[src/rtl/video_timing_pkg.sv]
// Shared types and constants for the video timing source: pattern
// selector encoding, colour-bar table and default 640x480@60 timing.
package video_timing_pkg;

    typedef enum logic [1:0] {
        PAT_BARS  = 2'd0,
        PAT_GRAD  = 2'd1,
        PAT_CHECK = 2'd2,
        PAT_SOLID = 2'd3
    } pattern_e;

    // 640x480@60 (25.175 MHz pixel clock) raster.
    localparam int DEF_H_ACTIVE = 640;
    localparam int DEF_H_FP     = 16;
    localparam int DEF_H_SYNC   = 96;
    localparam int DEF_H_BP     = 48;
    localparam int DEF_V_ACTIVE = 480;
    localparam int DEF_V_FP     = 10;
    localparam int DEF_V_SYNC   = 2;
    localparam int DEF_V_BP     = 33;

    localparam logic [23:0] DEF_SOLID_RGB = 24'h808080;

    // Colour bars left to right: white, yellow, cyan, green, magenta, red, blue, black.
    localparam logic [23:0] BAR_TABLE [8] = '{
        24'hFFFFFF, 24'hFFFF00, 24'h00FFFF, 24'h00FF00,
        24'hFF00FF, 24'hFF0000, 24'h0000FF, 24'h000000
    };

    function automatic logic [23:0] bar_colour(input logic [2:0] idx);
        return BAR_TABLE[idx];
    endfunction

endpackage

[src/rtl/video_pattern_gen.sv]
// Combinational test-pattern generator: maps the current raster position
// and latched pattern selection to a 24-bit RGB value, black in blanking.
module video_pattern_gen
    import video_timing_pkg::*;
#(
    parameter int          H_ACTIVE  = DEF_H_ACTIVE,
    parameter logic [23:0] SOLID_RGB = DEF_SOLID_RGB
) (
    input  logic [11:0] x,
    input  logic [11:0] y,
    input  pattern_e    pat,
    input  logic        de,
    output logic [23:0] rgb
);

    // Integer bar width; pixels beyond 8*BAR_W fall into index >= 8 (black).
    localparam logic [11:0] BAR_W = 12'(H_ACTIVE / 8);

    logic [11:0] bar_idx_s;
    logic        chk_s;

    assign bar_idx_s = x / BAR_W;
    // 32x32 squares: bit 5 of x xor bit 5 of y.
    assign chk_s     = 1'((x ^ y) >> 3'd5);

    // Select the pattern colour for the active pixel; blank outside active video.
    always_comb begin
        rgb = 24'h000000;
        if (!de) begin
            rgb = 24'h000000;
        end else begin
            case (pat)
                PAT_BARS: begin
                    if (bar_idx_s < 12'd8) begin
                        rgb = bar_colour(bar_idx_s[2:0]);
                    end else begin
                        rgb = 24'h000000;
                    end
                end
                PAT_GRAD:  rgb = {x[7:0], x[7:0], x[7:0]};
                PAT_CHECK: rgb = chk_s ? 24'hFFFFFF : 24'h000000;
                PAT_SOLID: rgb = SOLID_RGB;
                default:   rgb = 24'h000000;
            endcase
        end
    end

endmodule

[src/rtl/video_timing_gen.sv]
// Pixel-clock raster timing generator with registered sync/de/RGB outputs
// feeding the TMDS encoder. All outputs lag the counters by one clock.
module video_timing_gen
    import video_timing_pkg::*;
#(
    parameter int          H_ACTIVE  = DEF_H_ACTIVE,
    parameter int          H_FP      = DEF_H_FP,
    parameter int          H_SYNC    = DEF_H_SYNC,
    parameter int          H_BP      = DEF_H_BP,
    parameter int          V_ACTIVE  = DEF_V_ACTIVE,
    parameter int          V_FP      = DEF_V_FP,
    parameter int          V_SYNC    = DEF_V_SYNC,
    parameter int          V_BP      = DEF_V_BP,
    parameter logic        HSYNC_POL = 1'b0,
    parameter logic        VSYNC_POL = 1'b0,
    parameter logic [23:0] SOLID_RGB = DEF_SOLID_RGB
) (
    input  logic        i_pixclk,
    input  logic        i_rst,
    input  logic [1:0]  i_pattern,
    output logic [7:0]  o_red,
    output logic [7:0]  o_green,
    output logic [7:0]  o_blue,
    output logic        o_hsync,
    output logic        o_vsync,
    output logic        o_de,
    output logic [11:0] o_x,
    output logic [11:0] o_y,
    output logic        o_frame_start
);

    localparam int H_TOTAL = H_ACTIVE + H_FP + H_SYNC + H_BP;
    localparam int V_TOTAL = V_ACTIVE + V_FP + V_SYNC + V_BP;

    // 13-bit bounds so a sync end equal to 4096 still compares correctly.
    localparam logic [12:0] H_ACT_C = 13'(H_ACTIVE);
    localparam logic [12:0] H_SB_C  = 13'(H_ACTIVE + H_FP);
    localparam logic [12:0] H_SE_C  = 13'(H_ACTIVE + H_FP + H_SYNC);
    localparam logic [12:0] V_ACT_C = 13'(V_ACTIVE);
    localparam logic [12:0] V_SB_C  = 13'(V_ACTIVE + V_FP);
    localparam logic [12:0] V_SE_C  = 13'(V_ACTIVE + V_FP + V_SYNC);
    localparam logic [11:0] H_LAST  = 12'(H_TOTAL - 1);
    localparam logic [11:0] V_LAST  = 12'(V_TOTAL - 1);

    if (H_TOTAL > 4096 || V_TOTAL > 4096 || H_ACTIVE < 8) begin : g_param_check
        $error("video_timing_gen: totals must fit 12-bit counters and H_ACTIVE must be >= 8");
    end

    logic [11:0] h_cnt_r;
    logic [11:0] v_cnt_r;
    pattern_e    pat_q_r;

    logic [12:0] h_ext_s;
    logic [12:0] v_ext_s;
    logic        de_s;
    logic        hsync_act_s;
    logic        vsync_act_s;
    logic        origin_s;
    pattern_e    pat_sel_s;
    logic [23:0] rgb_s;

    // Decode raster position; at (0,0) the incoming selection applies to the new frame.
    always_comb begin
        h_ext_s     = {1'b0, h_cnt_r};
        v_ext_s     = {1'b0, v_cnt_r};
        de_s        = (h_ext_s < H_ACT_C) && (v_ext_s < V_ACT_C);
        hsync_act_s = (h_ext_s >= H_SB_C) && (h_ext_s < H_SE_C);
        vsync_act_s = (v_ext_s >= V_SB_C) && (v_ext_s < V_SE_C);
        origin_s    = (h_cnt_r == 12'd0) && (v_cnt_r == 12'd0);
        if (origin_s) begin
            pat_sel_s = pattern_e'(i_pattern);
        end else begin
            pat_sel_s = pat_q_r;
        end
    end

    // Horizontal and vertical counters; v advances only on the h wrap.
    always_ff @(posedge i_pixclk or posedge i_rst) begin
        if (i_rst) begin
            h_cnt_r <= 12'd0;
            v_cnt_r <= 12'd0;
        end else if (h_cnt_r == H_LAST) begin
            h_cnt_r <= 12'd0;
            if (v_cnt_r == V_LAST) begin
                v_cnt_r <= 12'd0;
            end else begin
                v_cnt_r <= v_cnt_r + 12'd1;
            end
        end else begin
            h_cnt_r <= h_cnt_r + 12'd1;
        end
    end

    // Latch the pattern once per frame so it never changes mid-frame.
    always_ff @(posedge i_pixclk or posedge i_rst) begin
        if (i_rst) begin
            pat_q_r <= PAT_BARS;
        end else if (origin_s) begin
            pat_q_r <= pat_sel_s;
        end else begin
            pat_q_r <= pat_q_r;
        end
    end

    video_pattern_gen #(
        .H_ACTIVE  (H_ACTIVE),
        .SOLID_RGB (SOLID_RGB)
    ) u_pattern (
        .x   (h_cnt_r),
        .y   (v_cnt_r),
        .pat (pat_sel_s),
        .de  (de_s),
        .rgb (rgb_s)
    );

    // Single output register stage keeps sync, de, position and RGB aligned.
    always_ff @(posedge i_pixclk or posedge i_rst) begin
        if (i_rst) begin
            o_red         <= 8'd0;
            o_green       <= 8'd0;
            o_blue        <= 8'd0;
            o_hsync       <= ~HSYNC_POL;
            o_vsync       <= ~VSYNC_POL;
            o_de          <= 1'b0;
            o_x           <= 12'd0;
            o_y           <= 12'd0;
            o_frame_start <= 1'b0;
        end else begin
            {o_red, o_green, o_blue} <= rgb_s;
            o_hsync       <= hsync_act_s ? HSYNC_POL : ~HSYNC_POL;
            o_vsync       <= vsync_act_s ? VSYNC_POL : ~VSYNC_POL;
            o_de          <= de_s;
            o_x           <= de_s ? h_cnt_r : 12'd0;
            o_y           <= de_s ? v_cnt_r : 12'd0;
            o_frame_start <= origin_s;
        end
    end

endmodule

[config.mk]
export PLATFORM = sky130hd
export DESIGN_NAME = video_timing_gen
export DESIGN_NICKNAME = d
export VERILOG_FILES = /design/src/rtl/video_timing_pkg.sv /design/src/rtl/video_pattern_gen.sv /design/src/rtl/video_timing_gen.sv
export SDC_FILE = /design/constraint.sdc
export NUM_CORES = 1
export LEC_CHECK = 0
export ABC_AREA = 1
export CAP_MARGIN = 5
export CORE_UTILIZATION = 40
export DETAILED_ROUTE_END_ITERATION = 7
export GPL_ROUTABILITY_DRIVEN = 0
export PLACE_DENSITY = 0.65
export SLEW_MARGIN = 20
export SYNTH_ARGS = -nofsm -noshare
export SYNTH_HDL_FRONTEND = slang
export SYNTH_SLANG_ARGS = --single-unit
[constraint.sdc]
create_clock -name i_pixclk -period 2.4 [get_ports i_pixclk]
set_input_delay 0.36 -clock i_pixclk [delete_from_list [all_inputs] [get_ports i_pixclk]]
set_output_delay 0.36 -clock i_pixclk [all_outputs]
set_load 0.1 [all_outputs]
# --- Word level (Yosys, flattened, before mapping) ---
# Memories as Yosys holds them, arrays and structs flattened.
# Cells that the tools add are included.
totals:
  in_bits: 4
  reg_bits: 78
  mem_bits_ro: 192
  n_memories: 1
  word_cells: 51
op_classes:
  bitwise_logic: 2
  addsub: 2
  magnitude_cmp: 8
  eq_ne: 5
  reduce_logical: 7
  div: 1
  n_mux: 13
mem_list:
  columns: ["name", "depth", "width", "read_ports", "rd_ports_with_merged_regs", "write_ports", "line_no", "text"]
  rows:
  - ["(no name shown)", 8, 24, 1, 0, 0, "video_timing_pkg.sv:31", "return BAR_TABLE[idx];"]
ops:
  columns: ["operator", "n"]
  rows:
  - ["$mux W24", 5]
  - ["$pmux W24 S4", 1]
  - ["$mux W12", 4]
  - ["$add A12 B1 Y12 const B", 2]
  - ["$eq A12 B10 Y1 const B", 2]
  - ["$logic_not A12 Y1", 2]
  - ["$lt A12 B10 Y1 const B", 2]
  - ["$lt A12 B9 Y1 const B", 2]
  - ["$div A12 B7 Y12 const B", 1]
  - ["$ge A12 B10 Y1 const B", 1]
  - ["$ge A12 B9 Y1 const B", 1]
  - ["$lt A12 B4 Y1 const B", 1]
  - ["$xor A6 B6 Y6", 1]
  - ["$eq A2 B2 Y1 const B", 2]
  - ["$ge A4 B4 Y1 const B", 1]
  - ["$logic_and A1 B1 Y1", 4]
  - ["$not A3 Y4", 1]
  - ["$eq A2 B1 Y1 const B", 1]
  - ["$logic_not A2 Y1", 1]
  - ["$mux W1", 2]
  - ["$mux W2", 1]

# --- Longest topological paths before layout ---
# Gate-level depths: netlist of the first run.
depth:
  word_depth: 8
  depth_mapped: 20

# --- Modules after synthesis ---
# Synthesis of the first run repeated with hierarchy kept, for this count alone.
hier_totals:
  cells_unflattened: 450
  hier_area_um2: 3769.9
by_module_without_submodules:
  columns: ["module", "seq_area_each_um2", "cells_per_inst", "n_inst", "area_per_inst_um2"]
  rows:
  - ["video_timing_gen", 1954.4, 306, 1, 3034.2]
  - ["video_pattern_gen", 0.0, 144, 1, 735.7]

# --- Worst setup path after synthesis of the first run ---
# OpenSTA, ideal clock, no wires.
synth_timing:
  path_type: "register to register"
  start: "register h_cnt_r[5]"
  end: "register o_green[0]"
  arrival_time_ps: 1986
  setup_time_ps: 124
  path_buffers: 2
  stages_incl_launch_ff: 14
  t_required_ps: 2276
  path_slack_ps: 290
  path_cell_list: "dfrtp_1 -> buf_2 -> nor2_1 -> inv_1 -> nor3_1 -> nand3_1 -> nand2_1 -> and2_1 -> buf_2 -> inv_2 -> nor2_1 -> o21ai_1 -> inv_1 -> nor2_1"
synth_via:
  elab_chain_cells: 8
  elab_cells_between_ends: 20
  classes_between: "1 x div; 2 x order compare; 3 x eq/ne; 7 x mux; 2 x bitwise; 4 x reduce/logical; 1 x memory"
synth_lines:
  columns: ["item", "line_no", "text"]
  rows:
  - ["start, declared", "video_timing_gen.sv:49", "logic [11:0] h_cnt_r;"]
  - ["start signal, assigned", "video_timing_gen.sv:90", "h_cnt_r <= h_cnt_r + 12'd1;"]
  - ["$div A12 B7 Y12", "video_pattern_gen.sv:22", "assign bar_idx_s = x / BAR_W;"]
  - ["$not A3 Y4 (implied by the code)", "video_timing_pkg.sv:31", null]
  - ["$mem_v2 Z8 W24", null, null]
  - ["$mux W24 (implied by the code) (2 in series)", "video_timing_pkg.sv:31", null]
  - ["$mux W24", "video_pattern_gen.sv:34", "if (bar_idx_s < 12'd8) begin"]
  - ["$pmux W24 S4", "video_pattern_gen.sv:32", "case (pat)"]
  - ["$mux W24 (*)", "video_pattern_gen.sv:29", "if (!de) begin"]
  - ["net rgb_s[8]", "video_timing_gen.sv:60", "logic [23:0] rgb_s;"]
  - ["end signal, assigned", "video_timing_gen.sv:129", "{o_red, o_green, o_blue} <= rgb_s;"]
  - ["end, declared", "video_timing_gen.sv:22", "output logic [7:0] o_green,"]
# Mark *: on every way through the listed nets, which the timed path passes. The rest lies on a longest branch. The select of a mux whose other input is x is not followed.
# A chain may end at the register's enable or synchronous reset.

# --- Worst setup path in the final report of the first run ---
layout_timing:
  start: "register h_cnt_r[9]"
  end: "register o_blue[2]"
layout_via:
  elab_chain_cells: 8
  elab_cells_between_ends: 18
  classes_between: "1 x div; 2 x order compare; 3 x eq/ne; 6 x mux; 1 x bitwise; 4 x reduce/logical; 1 x memory"
layout_lines:
  columns: ["item", "line_no", "text"]
  rows:
  - ["$div A12 B7 Y12", "video_pattern_gen.sv:22", null]
  - ["$not A3 Y4 (implied by the code)", "video_timing_pkg.sv:31", null]
  - ["$mem_v2 Z8 W24", null, null]
  - ["$mux W24 (implied by the code) (2 in series)", "video_timing_pkg.sv:31", null]
  - ["$mux W24", "video_pattern_gen.sv:34", null]
  - ["$pmux W24 S4", "video_pattern_gen.sv:32", null]
  - ["$mux W24 (*)", "video_pattern_gen.sv:29", null]
  - ["net rgb_s[2]", "video_timing_gen.sv:60", null]
  - ["end signal, assigned", "video_timing_gen.sv:129", null]
  - ["end, declared", "video_timing_gen.sv:23", "output logic [7:0] o_blue,"]
# Marked as above.

==> out/qor.csv, run 1 <==
stage,metric,value,unit
pwr,Comb pwr share,12.3,%
clock_tree,Clock Tree Root,clkbuf_8,
logic_synthesis,Mapped Area,3440,um^2
global_route,first-pass GRT wire length,13500,um
floorplanning,row count,33,
sta,Final TNS setup,0,ns
worst_setup_path,Worst R2R End,o_blue[2],
worst_setup_path,critical-path maximum fanout,8,
global_route,largest net degree at the start of global routing,79,
floorplanning,die width,94.7,um
route,Metal-1 WL,3730,um
pwr,worst vdd ir,0.324,mV
route,TritonRoute pass-1 iters,4,
route,metal2 WL,4300,um
logic_synthesis,synth warn,0,
logic_synthesis,Post-Syn Instances,386,
pwr,Sw Pwr,731,uW
pwr,Final Power,2.60,mW
layout,diodes inserted,0,
worst_setup_path,R2R cell count,19,
worst_setup_path,R2R setup slack,0.01,ns
clock_tree,Skew-Pair Late Insertion Delay,0.35,ns
clock_tree,H-tree depth,3,
layout,area delta synth->final,38.2,%
sta,RSZ-0062 raised after global routing,yes,
global_route,GRT Total Usage,19.7,%
floorplanning,# IOs,56,
worst_setup_path,required time of the critical path,2.67,ns
worst_setup_path,CP Class,register to register,
layout,fraction of layout cells with a size suffix above 1,36.9,%
floorplanning,initial core utilization,41.7,%
route,First DRT Iteration DRCs,134,
pwr,Power Density,547,nW/um^2
route,antenna-violating nets left,0,
pwr,Leakage,2.38,nW
global_route,initial antenna violation count,0,
global_route,total grt overflow,0,
worst_setup_path,Reg-to-Reg Start,h_cnt_r[9],
route,drt drc,0,
floorplanning,core box area,8260,um^2
route,routed wire length,8720,um
route,max layer used,met4,
sta,endpoints failing hold,0,
sta,period utilization,99.4,%
route,via count,2986,
pwr,Pint,1.87,mW
layout,design area,4760,um^2
hold_path,Hold WC Path Type,input port to async pin,
route,routed vias/inst,5.01,
logic_synthesis,sequential cell area fraction in the yosys report,56.8,%
route,wire per inst,14.6,um
global_route,vias in the first global route,2864,
placed_design,placed inst area,4100,um^2
logic_synthesis,count of cell types in the netlist,36,
layout,most frequent cells in the layout,"89 x buf_4, 73 x dfrtp_1, 48 x nor2_1",
worst_setup_path,Worst Path Arrival,2.66,ns
worst_setup_path,Worst setup SP type,register,
pwr,register share of total power,51.8,%
layout,post-route insts no fill,596,
layout,nets,495,
sta,Worst Skew,0.00703,ns
sta,fin crit period,2.39,ns
clock_tree,CTS Buf Count,9,
route,DR WL met3,490,um
clock_tree,CTS tree,yes,
worst_setup_path,CP startpoint,h_cnt_r[9],
floorplanning,Die Ht,94.7,um
placed_design,port bufs,55,
placed_design,dpl ws,-0.165,ns
sta,post-route setup slack,0.0138,ns
sta,Fmax,419,MHz
placed_design,hpwl dp,5810,um
run,number of max-cap violations,0,
clock_tree,clk slew on worst S/H paths,0.08,ns
worst_setup_path,endpoint type of the worst setup path,register,
logic_synthesis,Synth Register Bits,78,
placed_design,placed cell count,557,
clock_tree,clock sinks,78,
sta,final setup violation count,0,
logic_synthesis,top_reg_cell synth,dfrtp_1,
clock_tree,clock tree buffer depth,2,
pwr,Sw Ratio,28.1,%
logic_synthesis,Post-synth EDFFs,0,
clock_tree,CTS Hold Bufs,0,
logic_synthesis,Avg Inst Size Synth,8.91,um^2
status,run status,"complete, no violations",
floorplanning,Die Area,8980,um^2
pwr,clock network fraction of total power,35.9,%
layout,"commonest non-fill, non-tap cell in the layout",buf_4,
sta,Pins Over Slew Limit,0,
logic_synthesis,ys async rst share,100,%
[state kept, by name, summed over array words and instances (netlist names), 2 cells and up]
name and cells:
v_cnt_r 12, o_green 8, o_y 12, o_red 8, h_cnt_r 12, o_x 12, pat_q_r 2, o_blue 8
[cell usage after synthesis (2+ instances only)]
master   number  share of area (%)
inv_2         4               0.44
inv_1        55                6.0
xor2_1        4                1.0
dfrtp_1      76                 55
o21ai_0       8                1.2
nand3_1      24                3.5
nand3_2       4                1.2
o21ai_1       2               0.29
dfstp_2       2                1.5
and2_1        2               0.36
ha_1          4                1.5
buf_2         6               0.87
nand4_1       9                1.6
a21oi_1      33                4.8
nor2_1       51                5.6
nor3_1       15                2.2
nor4_1        6                1.1
o22ai_1       2               0.36
nand2_2       9                1.6
nand2_1      54                5.9
[layer usage]
layer | vias up | global-route usage [%]
li1 | 1448 | -
met2 | 99 | 32.8
met5 | - | 0
met3 | 18 | 5.56
met1 | 1421 | 24.9
met4 | 0 | 5.68
[power by group through the flow]
stage | logic (mW) | clock network, mW | registers [mW]
floorplan | 0.0446 | 0 | 1.56
global placement | 0.304 | 0 | 1.37
detailed placement | 0.306 | 0 | 1.37
CTS | 0.307 | 0.952 | 1.35
global route | 0.336 | 1.01 | 1.35
finish | 0.320 | 0.935 | 1.35
[how the worst max path moves through the flow]
stage	to	slack [ns]
after global placement	o_red[2]	-0.13
after CTS	o_red[1]	-0.03
after detailed placement	o_red[1]	-0.17
after floorplan	h_cnt_r[0]	0.05
final	o_blue[2]	0.01
after global routing	o_blue[2]	-0.10
[worst max-delay path, stage by stage, from the launching register on]
cell and delay (ns):
dfrtp_2 0.45, buf_6 0.14, a21o_1 0.19, nand2_4 0.09
nand3_2 0.06, nand2_2 0.11, nand2_4 0.08, nand3_4 0.08
nand2_4 0.07, nand2_2 0.06, nand2_2 0.07, nand3_4 0.11
nand2_4 0.08, nand2_2 0.07, nand2_2 0.06, nand2_2 0.14
nand3_1 0.11, nand2_2 0.09, nand2_4 0.10, a21oi_2 0.15
[cell type report]
class                      instances  area [um^2]
fill                             730         3500
tap                              105          131
clock inverter                     4         48.8
multi-input combinational        245         1520
clock buffer                      11          131
inverter                          59          241
sequential                        78         1960
timing repair buffer              94          729
[timing repair]
| action | CTS | global route |
|---|---|---|
| gates resized for setup | 2 | 76 |
| setup buffers | 0 | 24 |
| endpoints found under the hold margin | 0 | 0 |
| setup endpoints to repair | 22 | 25 |
| pin swaps | 0 | 17 |
[kinds of logic after synthesis]
family / Yosys count / share of synthesized area (%)
mux: 1 / 0.291
compound gates: 54 / 8.98
fa+ha+maj: 4 / 1.45
buf+inv: 67 / 7.53
other cells: 1 / 0.109
xor+xnor: 5 / 1.27
simple gates: 176 / 23.6
flops: 78 / 56.8
[stage by stage]
| stage | hold slack, ns | util (%) |
|---|---|---|
| after floorplan | 0.432 | - |
| after global routing | 0.469 | 57.6 |
| final | 0.423 | 57.6 |
| after detailed placement | 0.465 | 49.6 |
| after CTS | 0.447 | 51.8 |
| after global placement | 0.453 | 49.6 |
(Power assumes the default switching activity.)
==> inputs of run 2 (changes only) <==
- REMOVE_ABC_BUFFERS: unset -> 1
==> out/qor.csv, run 2 (synthesis gave the netlist of run 1 again) <==
stage,metric,value,unit,change
clock_tree,Clock Tree Root,clkbuf_8,,
layout,nets,496,,+0.20%
clock_tree,CTS Buf Count,9,,unchanged
global_route,initial antenna violation count,0,,unchanged
worst_setup_path,Worst setup SP type,register,,
clock_tree,clk slew on worst S/H paths,0.09,ns,about the same
layout,area delta synth->final,41.5,%,
floorplanning,Die Area,8980,um^2,unchanged
route,via count,2959,,-0.90%
layout,"commonest non-fill, non-tap cell in the layout",buf_4,,
placed_design,port bufs,55,,unchanged
pwr,Leakage,2.43,nW,+2.4%
route,antenna-violating nets left,0,,unchanged
sta,post-route setup slack,0.0236,ns,+0.00983 ns
clock_tree,CTS tree,yes,,
sta,period utilization,99.0,%,-0.41 points
sta,endpoints failing hold,0,,unchanged
floorplanning,row count,33,,unchanged
pwr,Sw Pwr,764,uW,+4.6%
worst_setup_path,CP Class,register to register,,
pwr,worst vdd ir,0.305,mV,-5.9%
clock_tree,clock tree buffer depth,2,,unchanged
route,routed vias/inst,4.95,,-1.2%
pwr,Pint,1.99,mW,+6.4%
sta,Pins Over Slew Limit,0,,unchanged
placed_design,dpl ws,0.0143,ns,+0.179 ns
clock_tree,clock sinks,78,,unchanged
floorplanning,core box area,8260,um^2,unchanged
floorplanning,# IOs,56,,unchanged
route,TritonRoute pass-1 iters,4,,unchanged
layout,fraction of layout cells with a size suffix above 1,37.7,%,+0.86 points
sta,hold slack,0.313,ns,-0.109 ns
worst_setup_path,Worst R2R End,o_blue[3],,
route,routed wire length,8470,um,-2.8%
route,drt drc,0,,unchanged
worst_setup_path,required time of the critical path,2.67,ns,about the same
layout,most frequent cells in the layout,"89 x buf_4, 72 x dfrtp_1, 49 x nor2_1, 49 x inv_1, 43 x nand2_1",,
sta,RSZ-0062 raised after global routing,yes,,
hold_path,Hold WC Path Type,input port to async pin,,
placed_design,hpwl dp,5850,um,+0.72%
sta,Final TNS setup,0,ns,unchanged
global_route,GRT Total Usage,19.5,%,-0.24 points
layout,final core utilization,58.9,%,+1.3 points
status,run status,"complete, no violations",,
worst_setup_path,CP startpoint,h_cnt_r[9],,
clock_tree,H-tree depth,3,,unchanged
worst_setup_path,Reg-to-Reg Start,h_cnt_r[9],,
worst_setup_path,Worst Path Arrival,2.65,ns,about the same
floorplanning,die width,94.7,um,unchanged
placed_design,placed inst area,4140,um^2,+1.1%
route,wire per inst,14.2,um,-3.1%
global_route,largest net degree at the start of global routing,43,,-46%
layout,diodes inserted,0,,unchanged
layout,design area,4870,um^2,+2.3%
global_route,total grt overflow,0,,unchanged
sta,fin crit period,2.38,ns,-0.00983 ns
worst_setup_path,endpoint type of the worst setup path,register,,
sta,Worst Skew,0.00970,ns,+0.00267 ns
worst_setup_path,Critical Path Sink,o_blue[3],,
worst_setup_path,critical-path maximum fanout,8,,unchanged
pwr,register share of total power,48.9,%,-2.9 points
worst_setup_path,R2R setup slack,0.02,ns,about the same
global_route,first-pass GRT wire length,13300,um,-1.6%
floorplanning,initial core utilization,41.7,%,unchanged
pwr,Comb pwr share,11.9,%,-0.4 points
route,First DRT Iteration DRCs,133,,-0.75%
sta,final setup violation count,0,,unchanged
floorplanning,Die Ht,94.7,um,unchanged
worst_setup_path,R2R cell count,16,,-3
run,number of max-cap violations,0,,unchanged
pwr,Sw Ratio,27.7,%,-0.34 points
layout,# fillers,729,,-0.14%
clock_tree,Skew-Pair Late Insertion Delay,0.35,ns,about the same
sta,Fmax,421,MHz,+0.41%
pwr,clock network fraction of total power,39.2,%,+3.3 points
global_route,vias in the first global route,2786,,-2.7%
pwr,Power Density,566,nW/um^2,+3.5%
==> run 2: changes by cell type in the layout (fill, tap and decap cells not counted), moves of 3 or more <==
cell	delta
a21oi_1	-8
a21oi_2	+5
a21oi_4	+3
inv_1	+4
nand2_2	-6
nand2_4	+4
==> run 2: worst max-delay path: stages (launching register included) <==
cell      delay, ns
dfrtp_2        0.45
clkinv_4       0.11
a21oi_4        0.22
inv_2          0.08
nand3_2        0.14
nand3_4        0.11
nand2_4        0.09
nand2_2        0.05
nand2_2        0.11
nand3_4        0.12
nand2_4        0.13
a21oi_2        0.07
nand2_1        0.09
nand3_2        0.10
nor2_4         0.13
nand2_4        0.12
a21oi_4        0.17
==> run 2: what timing repair did <==
action / CTS / global route
setup buffers: 2 / 17
setup endpoints to repair: 1 / 24
hold endpoints to repair: 0 / 0
resized for setup: 0 / 85
pin swaps: 0 / 19
hold buffers: 0 / 0
==> run 2: cell type report <==
class	instances	area [um^2]	area share [%]
Tap cell	105	131	2.70
Clock inverter	5	82.6	1.70
Timing Repair Buffer	95	749	15.4
Clock buffer	11	131	2.70
Sequential cell	78	1960	40.3
Multi-Input combinational cell	245	1580	32.5
Inverter	59	233	4.78
==> run 2: metrics by stage <==
| stage | std cells | total power [mW] |
|---|---|---|
| floorplan | 382 | 1.61 |
| global placement | 563 | 1.68 |
| detailed placement | 563 | 1.68 |
| CTS | 581 | 2.75 |
| global route | 598 | 2.86 |
| finish | 598 | 2.76 |
==> run 2: worst min path at each step <==
stage            endpoint  slack, ns  cells after the start
6_report       o_green[2]       0.31                      2
5_1_grt        o_green[2]       0.34                      2
4_1_cts        o_green[0]       0.33                      2
3_5_place_dp   h_cnt_r[0]       0.45                      1
3_3_place_gp   h_cnt_r[0]       0.45                      1
2_1_floorplan  h_cnt_r[0]       0.43                      1
==> run 2: power groups by stage <==
stage / Combinational [mW] / Clock [mW] / Sequential [mW]
after floorplan: 0.0432 / 0 / 1.56
after global placement: 0.305 / 0 / 1.37
after detailed placement: 0.308 / 0 / 1.37
after CTS: 0.308 / 1.09 / 1.35
after global routing: 0.346 / 1.16 / 1.35
final: 0.328 / 1.08 / 1.35
==> run 2: routing by layer <==
layer / vias up / track usage [%] / part of all wire [%]
met5: - / 0 / 0
met4: 0 / 6.19 / 0.97
met3: 8 / 3.78 / 4.8
met2: 81 / 33.3 / 51
met1: 1418 / 24.7 / 43
li1: 1452 / - / -
==> inputs of run 3 (changes only) <==
- GPL_ROUTABILITY_DRIVEN: 0 -> unset
==> results of run 3 <==
No change in the layout: final DEF, timing and power equal those of run 2.
